==> config.mk <==
export PLATFORM = sky130hd
export DESIGN_NAME = mem_wb_pipe_reg
export DESIGN_NICKNAME = d
export VERILOG_FILES = /design/src/rtl/mem_wb_pipe_reg.sv
export SDC_FILE = /design/constraint.sdc
export NUM_CORES = 1
export LEC_CHECK = 0
export BUFFER_PORTS_ARGS = -buffer_cell sky130_fd_sc_hd__buf_2
export CAP_MARGIN = 15
export CORE_MARGIN = 2
export CORE_UTILIZATION = 31
export DETAILED_ROUTE_END_ITERATION = 8
export PLACE_DENSITY = 0.56
export SYNTH_ARGS = -nofsm -noshare
export SYNTH_HDL_FRONTEND = slang
export SYNTH_SLANG_ARGS = --single-unit
==> constraint.sdc <==
create_clock -name clk -period 2.3 [get_ports clk]
set_input_delay 0.115 -clock clk [delete_from_list [all_inputs] [get_ports clk]]
set_output_delay 0.115 -clock clk [all_outputs]
set_load 0.03 [all_outputs]
==> src/rtl/mem_wb_pipe_reg.sv <==
// rtl/mem_wb_pipe_reg.sv - MEM->WB elastic pipeline register with write-back select, flush and x0 suppression
//
// Purpose:
//   Carries one resolved write-back entry per stage from the memory stage to the
//   register-file write port. The write-back source (ALU / load / U-UJ value) is
//   selected when the entry is captured, so downstream sees a single data word.
//   DEPTH stages (1..4) form an elastic queue with a valid/ready handshake on
//   both sides, full throughput and bubble collapsing under stall.
//
// Ports:
//   clk, rst_n         clock (rising edge), asynchronous active-low reset
//   flush              synchronous kill of every held entry
//   in_valid/in_ready  upstream handshake
//   in_load_data       load data returned by memory
//   in_alu_res         ALU result
//   in_uj_val          U/UJ-type value (LUI/AUIPC/JAL link)
//   in_rd, in_wb_en    destination register and write enable
//   in_wb_sel          00 ALU, 01 load, 10 U/UJ, 11 ALU
//   out_valid/out_ready downstream handshake
//   out_rd, out_wb_en, out_wb_data  head entry (rd/data read 0 when not valid)
//   occupancy          number of valid stages, 0..DEPTH

module mem_wb_pipe_reg #(
  parameter int XLEN      = 32,
  parameter int RA_W      = 5,
  parameter int DEPTH     = 1,
  parameter int ZERO_SUPP = 1
) (
  input  logic            clk,
  input  logic            rst_n,
  input  logic            flush,
  input  logic            in_valid,
  output logic            in_ready,
  input  logic [XLEN-1:0] in_load_data,
  input  logic [XLEN-1:0] in_alu_res,
  input  logic [XLEN-1:0] in_uj_val,
  input  logic [RA_W-1:0] in_rd,
  input  logic            in_wb_en,
  input  logic [1:0]      in_wb_sel,
  output logic            out_valid,
  input  logic            out_ready,
  output logic [RA_W-1:0] out_rd,
  output logic            out_wb_en,
  output logic [XLEN-1:0] out_wb_data,
  output logic [2:0]      occupancy
);

  if ((DEPTH < 1) || (DEPTH > 4)) begin : g_depth_check
    $error("mem_wb_pipe_reg: DEPTH must be in 1..4");
  end

  // Stage storage; index DEPTH-1 is the head presented to WB.
  logic [DEPTH-1:0] vld;
  logic [DEPTH-1:0] wen_q;
  logic [RA_W-1:0]  rd_q   [DEPTH];
  logic [XLEN-1:0]  data_q [DEPTH];
  logic [2:0]       occ_q;

  // Per-stage load enable and the value each stage would load.
  logic [DEPTH-1:0] ld;
  logic [DEPTH-1:0] src_vld;
  logic [DEPTH-1:0] src_wen;
  logic [RA_W-1:0]  src_rd   [DEPTH];
  logic [XLEN-1:0]  src_data [DEPTH];

  logic [XLEN-1:0]  in_data;
  logic             acc;
  logic             leave;

  always_comb begin
    in_data = in_alu_res;
    case (in_wb_sel)
      2'b01:   in_data = in_load_data;
      2'b10:   in_data = in_uj_val;
      default: in_data = in_alu_res;
    endcase
  end

  // Stage k may load when it is empty or the stage after it moves on. Unrolled,
  // that chain reduces to: some stage from k to the head is empty, or the head
  // is being consumed. Written flat to keep the logic free of a ripple loop.
  always_comb begin
    logic full;
    full = 1'b1;
    ld   = '0;
    for (int k = 0; k < DEPTH; k++) begin
      full = 1'b1;
      for (int j = k; j < DEPTH; j++) begin
        full = full & vld[j];
      end
      ld[k] = !full || out_ready;
    end
  end

  always_comb begin
    src_vld = '0;
    src_wen = '0;
    for (int k = 0; k < DEPTH; k++) begin
      src_rd[k]   = '0;
      src_data[k] = '0;
    end
    src_vld[0]  = in_valid;
    src_wen[0]  = in_wb_en;
    src_rd[0]   = in_rd;
    src_data[0] = in_data;
    for (int k = 1; k < DEPTH; k++) begin
      src_vld[k]  = vld[k-1];
      src_wen[k]  = wen_q[k-1];
      src_rd[k]   = rd_q[k-1];
      src_data[k] = data_q[k-1];
    end
  end

  assign in_ready  = ld[0];
  assign out_valid = vld[DEPTH-1];
  assign acc       = in_valid && ld[0];
  assign leave     = out_valid && out_ready;

  always_ff @(posedge clk or negedge rst_n) begin
    if (!rst_n) begin
      vld   <= '0;
      wen_q <= '0;
      occ_q <= '0;
      for (int k = 0; k < DEPTH; k++) begin
        rd_q[k]   <= '0;
        data_q[k] <= '0;
      end
    end else begin
      for (int k = 0; k < DEPTH; k++) begin
        if (ld[k]) begin
          vld[k]    <= src_vld[k];
          wen_q[k]  <= src_wen[k];
          rd_q[k]   <= src_rd[k];
          data_q[k] <= src_data[k];
        end
      end
      // Flush overrides any load, including a same-cycle input entry. A head
      // handshake in that cycle has already been seen by WB, so it retires.
      if (flush) begin
        vld   <= '0;
        occ_q <= '0;
      end else begin
        occ_q <= occ_q + {2'b00, acc} - {2'b00, leave};
      end
    end
  end

  assign out_rd      = out_valid ? rd_q[DEPTH-1] : '0;
  assign out_wb_data = out_valid ? data_q[DEPTH-1] : '0;
  assign out_wb_en   = out_valid && wen_q[DEPTH-1] &&
                       !((ZERO_SUPP != 0) && (rd_q[DEPTH-1] == '0));
  assign occupancy   = occ_q;

endmodule

== Word-level counts from Yosys, hierarchy flattened ==
Index checks and enable logic that the tools add are counted.

* Latch bits: 0
* Memory bits (writable): 0
* Bits in registers: 42
* Memories: 0
* Input port bits: 109
* Output and inout port bits: 43
* Bits in read-only memories: 0

* Equality and inequality tests: 2
* Multiplexer cells: 6
* Add/sub/neg operators: 2
* Divide/modulo/power cells: 0
* Shift-type cells: 0
* Bitwise gates (word level): 0
* Reduce and logical (&&, ||, !) cells: 9
* Magnitude comparators: 0
* $mul: 0

{| class="wikitable"
|+ Operators by type and width
! operator !! count
|-
| one-hot mux 32 bit (2 select lines) || 1
|-
| 2-to-1 mux 32 bit || 1
|-
| zero test 5 bit || 1
|-
| 2-to-1 mux 5 bit || 1
|-
| logical AND 1 bit || 4
|-
| adder 3 x 1 -> 3 bit || 1
|-
| 2-to-1 mux 3 bit || 1
|-
| subtractor 3 x 1 -> 3 bit || 1
|-
| equality test 2 x 1 -> 1 bit, second input constant || 1
|-
| equality test 2 bit, second input constant || 1
|-
| zero test 1 bit || 2
|-
| 2-to-1 mux 1 bit || 2
|-
| nonzero test 2 bit || 1
|-
| logical OR 1 bit || 1
|}

== Depth between registers and ports, before layout ==
* Depth after elaboration: 6
* Depth in mapped cells: 12
* Gate-level depth less buffers: 10

== Worst setup path after synthesis ==
No wires, ideal clock.

* Path kind: register to register
* Start: register vld (netlist: out_valid)
* End: register occ_q[2] (netlist: occupancy[2])
* Stages on the path, launching flop included: 13
* Data arrival time: 2,187 ps
* Period minus slack after synthesis: 2,301 ps
* Setup time: 114 ps
* Buffers on the path: 2
* Path slack: -1 ps
* Cells stage by stage: dfrtp_1 > buf_6 > nor2b_4 > buf_6 > inv_4 > nand2_1 > ha_1 > inv_1 > ha_1 > inv_1 > fa_1 > xnor3_1 > nor2_1

* Word-level cells in the longest chain between the ends: 6
* Elaborated cells on any way between the ends: 7
* Classes of those cells: add/sub (2); mux (1); reduce/logical (4)

{| class="wikitable"
|+ RTL lines
! element !! line !! source
|-
| start: declaration || 53 || <nowiki>logic [DEPTH-1:0] vld;</nowiki>
|-
| start signal: indexed assignment || 131 || <nowiki>vld[k] <= src_vld[k];</nowiki>
|-
| zero test 1 bit || 91 || <nowiki>ld[k] = !full || out_ready;</nowiki>
|-
| logical OR 1 bit || 91 ||
|-
| net in_ready || 33 || <nowiki>output logic in_ready,</nowiki>
|-
| logical AND 1 bit || 116 || <nowiki>assign acc = in_valid && ld[0];</nowiki>
|-
| adder 3 x 1 -> 3 bit || 143 || <nowiki>occ_q <= occ_q + {2'b00, acc} - {2'b00, leave};</nowiki>
|-
| subtractor 3 x 1 -> 3 bit || 143 ||
|-
| 2-to-1 mux 3 bit || 139 || <nowiki>if (flush) begin</nowiki>
|-
| end signal: assignment || 143 ||
|-
| end: declaration || 57 || <nowiki>logic [2:0] occ_q;</nowiki>
|}

The timed path passes the listed nets, and every way through them passes these cells.
A chain may end at the register's enable or synchronous reset.

== Worst setup path after layout ==
* Start: register vld (netlist: out_valid)
* End: register occ_q[2] (netlist: occupancy[2])

* Word-level cells in the longest chain between the ends: 6
* Elaborated cells on any way between the ends: 7
* Classes of those cells: add/sub (2); mux (1); reduce/logical (4)

{| class="wikitable"
|+ RTL lines
! element !! line
|-
| zero test 1 bit || 91
|-
| logical OR 1 bit || 91
|-
| logical AND 1 bit || 116
|-
| adder 3 x 1 -> 3 bit || 143
|-
| subtractor 3 x 1 -> 3 bit * || 143
|-
| 2-to-1 mux 3 bit * || 139
|}

Every way passes the cells marked *; elsewhere a longest branch is shown, timed or not.

==> flow_results.org <==
** Route
- The routed layout has 2550 vias.
- Wires add up to roughly 7400 um.
- Dividing the detail-routed via count by the number of cells gives between 4 and 5.
- The first detailed-routing pass ran for 4 iterations.
- Average wire length per cell after detail routing :: 14.5 um
- After detailed routing, the number of remaining DRC violations is 0.
- Once detail routing completed, the nets flagged for antenna violations numbered 0.
- Iteration-0 DRC Markers :: 89

** Global route
- Met1 Use GR :: 19.1%
- Global routing consumed, on the met3 layer, 3.79% of the routing resources.
- The layer flagged by global routing as most heavily used is met2.
- First-pass GRT wire length :: around 12000 um
- Global routing finished with a remaining overflow of 0.
- Total track usage :: 15.0%
- Initial antenna violation count :: 0
- Global routing consumed, on the met2 layer, 26.3% of the routing resources.
- Entering global routing, the biggest net connects 65 pins.
- Number of global-route vias before repair :: roughly 2600

** Logic synthesis
- Portion of netlist area occupied by mux cells :: 3.21%
- Seq/Total Area, Yosys :: 37.5%
- Largest area contributor in the synthesized netlist :: sky130_fd_sc_hd__dfrtp_1
- Most area-consuming cells after synthesis :: sky130_fd_sc_hd__dfrtp_1 37%, sky130_fd_sc_hd__o31ai_2 13%, sky130_fd_sc_hd__a221oi_1 10%
- For this run, the leading register cell type out of synthesis is sky130_fd_sc_hd__dfrtp_1.
- When the netlist entered floorplanning its net count stood at roughly 380.
- Post-synthesis instance area :: 0.00281 mm^2
- Yosys printed 0 warnings.
- Count of flip-flops with a built-in enable after synthesis :: 0
- Yosys instantiated no cell more often than sky130_fd_sc_hd__dfrtp_1.
- Basic-gate share of the synthesized area counting and, or, nand and nor cells :: 25.5%
- Post-synth ARST share :: 100%
- Each instance of the synthesized netlist takes up on average between 10 and 15 um^2.
- The synthesized netlist devotes 24.4% of its cell area to compound gates.
- Top cell type's share of synthesized area :: 37.5%
- Count of state elements after synthesis :: 42
- Summing the areas of all fa, ha and maj instances in the mapped netlist gives 2.50% of the synthesized area.
- Main combinational cell family by area after synthesis :: simple AND/OR/NAND/NOR gates
- The netlist uses 22 different library cells.
- Synthesis produced 262 cells.
- Counting instances in the post-synthesis netlist gives the leading cell types as 42 x sky130_fd_sc_hd__dfrtp_1, 38 x sky130_fd_sc_hd__and2_1, 33 x sky130_fd_sc_hd__nor2b_1, 32 x sky130_fd_sc_hd__a221oi_1, 32 x sky130_fd_sc_hd__nand3b_1.
- Of the total synthesized cell area, the portion taken by XOR and XNOR cells is 0.803%.

** Die
- From bottom edge to top edge, the die measures 99.1 um.
- The floorplan has 34 rows.
- Top-Level Pins :: 152
- Die Area :: 0.00983 mm^2
- Initial core utilization :: 32.0%
- The floorplan step set the die width to 99.1 um.
- The floorplan step defined a core boundary enclosing roughly 0.009 mm^2.

** Timing
- Fmax :: 511 MHz
- Setup violations remaining at the end of the flow were counted as 0.
- The worst path in the final design needs a cycle of 1.96 ns, including I/O delays and setup.
- Final Max Tran Viols :: 0
- The worst pin sits at a relative slew slack of a little over three fifths.
- Transition time of the tightest slew-check pin :: 0.554 ns
- Final period utilization :: 85.0%
- Setup skew after layout :: around 0.0032 ns
- Final worst hold slack :: 0.0304 ns
- Setup repair after global routing left no endpoint under its margin.
- After routing, the total negative slack on setup checks comes to 0 ns.
- Number of endpoints with negative hold slack in the final report :: 0

** CTS
- Clock net sink count :: 42
- Skew-Pair Late Insertion Delay :: 0.29 ns
- Root buffer cell :: sky130_fd_sc_hd__clkbuf_8
- CTS tree :: done
- The H-tree was split into 2 levels.
- Buffers inserted during clock tree synthesis total 5.
- No sink is reached through more buffers than the 2 on the longest clock path.
- Clk pin slew, worst setup/hold paths :: 0.08 ns
- Setup bufs post-CTS :: 0

** Power
- In this run the power density over the cells is 580 mW/mm^2.
- VDD IR-drop max :: about 0.00026 V
- Leakage power total :: 1.81 nW

** Critical path
- The worst setup path is captured at a register.
- Path type of the worst setup path :: reg2reg
- Peak fanout along the critical path :: 9
- Source of the worst register-to-register timing path :: out_valid
- The worst setup path is launched from a register.
- Worst endpoint required time :: roughly 2.5 ns
- Data arrives at the worst endpoint at 2.14 ns.
- The most critical setup path has its startpoint at out_valid.

** Hold path
- Min-Delay Path Class :: in2reg
- The startpoint identified for the worst hold timing path is flush.

** Final layout
- Final standard cell area without fillers :: approximately 0.0038 mm^2
- Once layout is complete, the cells apart from fillers number 511.
- Area grow syn2layout :: 34.3%
- Layout cells sized above 1 :: 51.4%
- Number of nets in the layout :: 516
- Cells fill 43.0% of the core in the end.
- The repair_antennas step left the layout with diodes totalling 0.

** Place
- Sum of net half-perimeters after detailed placement :: around 5300 um
- Count of buffers inserted at the top-level ports :: 151
- Counting tap cells, the placed design contains a total of 500 instances.
- After detailed placement, the total cell area comes to 0.00362 mm^2.
- Weighted congestion at the end of routability-driven global placement :: 0.717

** Status
- Run status :: finished clean

** Flow run
- Max-cap violations in this run came to 0.
sequential cells by signal (all words and copies together) (netlist names):
register / count
data_q: 32
out_valid: 1
wen_q: 1
occupancy: 3
rd_q: 5
worst max-delay path: stages, from the launching register on:
cell and delay (ns):
sky130_fd_sc_hd__dfrtp_2 0.42, sky130_fd_sc_hd__nor2b_4 0.14, sky130_fd_sc_hd__inv_4 0.13, sky130_fd_sc_hd__nand2_1 0.07
sky130_fd_sc_hd__ha_1 0.26, sky130_fd_sc_hd__inv_1 0.06, sky130_fd_sc_hd__ha_1 0.13, sky130_fd_sc_hd__inv_1 0.05
sky130_fd_sc_hd__fa_1 0.36, sky130_fd_sc_hd__xnor3_1 0.20, sky130_fd_sc_hd__nor2_1 0.04
layout make-up:
type,instances,area (um^2)
multi-input cells,186,1580
well taps,108,135
inverters,6,25.0
repair buffers,161,861
flip-flops and latches,42,1050
fillers,910,5000
clock buffers,5,68.8
clock inverters,3,40.0
cell usage in the layout (no fill, tap or decap), drive strengths merged, types with 4 or more instances in the layout:
master / netlist / layout
inv: 6 / 6
o31ai: 32 / 32
mux2: 6 / 6
ha: 4 / 4
nor2b: 34 / 34
a221oi: 32 / 32
buf: 7 / 160
dfrtp: 42 / 42
and2: 38 / 38
clkbuf: 21 / 5
nand3b: 32 / 32
metrics by stage:
| step | setup WS [ns] | power [mW] |
|---|---|---|
| finish | 0.344 | 2.18 |
| global placement | 0.371 | 1.61 |
| CTS | 0.333 | 2.21 |
| detailed placement | 0.347 | 1.62 |
| global route | 0.198 | 2.32 |
| floorplan | 0.0434 | 1.38 |
per-layer routing:
layer | part of all wire [%] | up-vias
met5 | 0 | -
met2 | 49 | 92
met1 | 44 | 1209
li1 | - | 1242
met3 | 7.2 | 7
met4 | 0.62 | 0
kinds of logic after synthesis:
logic type | Yosys count
compound gates | 66
simple gates | 108
buf+inv | 34
fa+ha+maj | 5
mux | 6
xor+xnor | 1
flops | 42
final timing paths:
kind | end | slack (ns) | depth (start not counted)
min in group asynchronous | data_q[12] | 0.31 | 2
max in group asynchronous | data_q[11] | 1.30 | 3
worst min register to register | data_q[18] | 0.51 | 2
worst min-delay path | occupancy[2] | 0.03 | 2
worst max register to register | occupancy[2] | 0.34 | 10
worst max-delay path | occupancy[2] | 0.34 | 10
power breakdown:
part           switching [mW]  leakage [nW]  internal (mW)
Sequential             0.0522         0.505          0.842
Combinational           0.383          1.25          0.322
Clock                   0.265        0.0579          0.320
Total                   0.699          1.81           1.48
repair_timing:
action	4_1_cts	5_1_grt
resized for setup	0	0
endpoints found under the hold margin	19	0
hold buffers	1	0
Power figures use the tool's default switching activity.
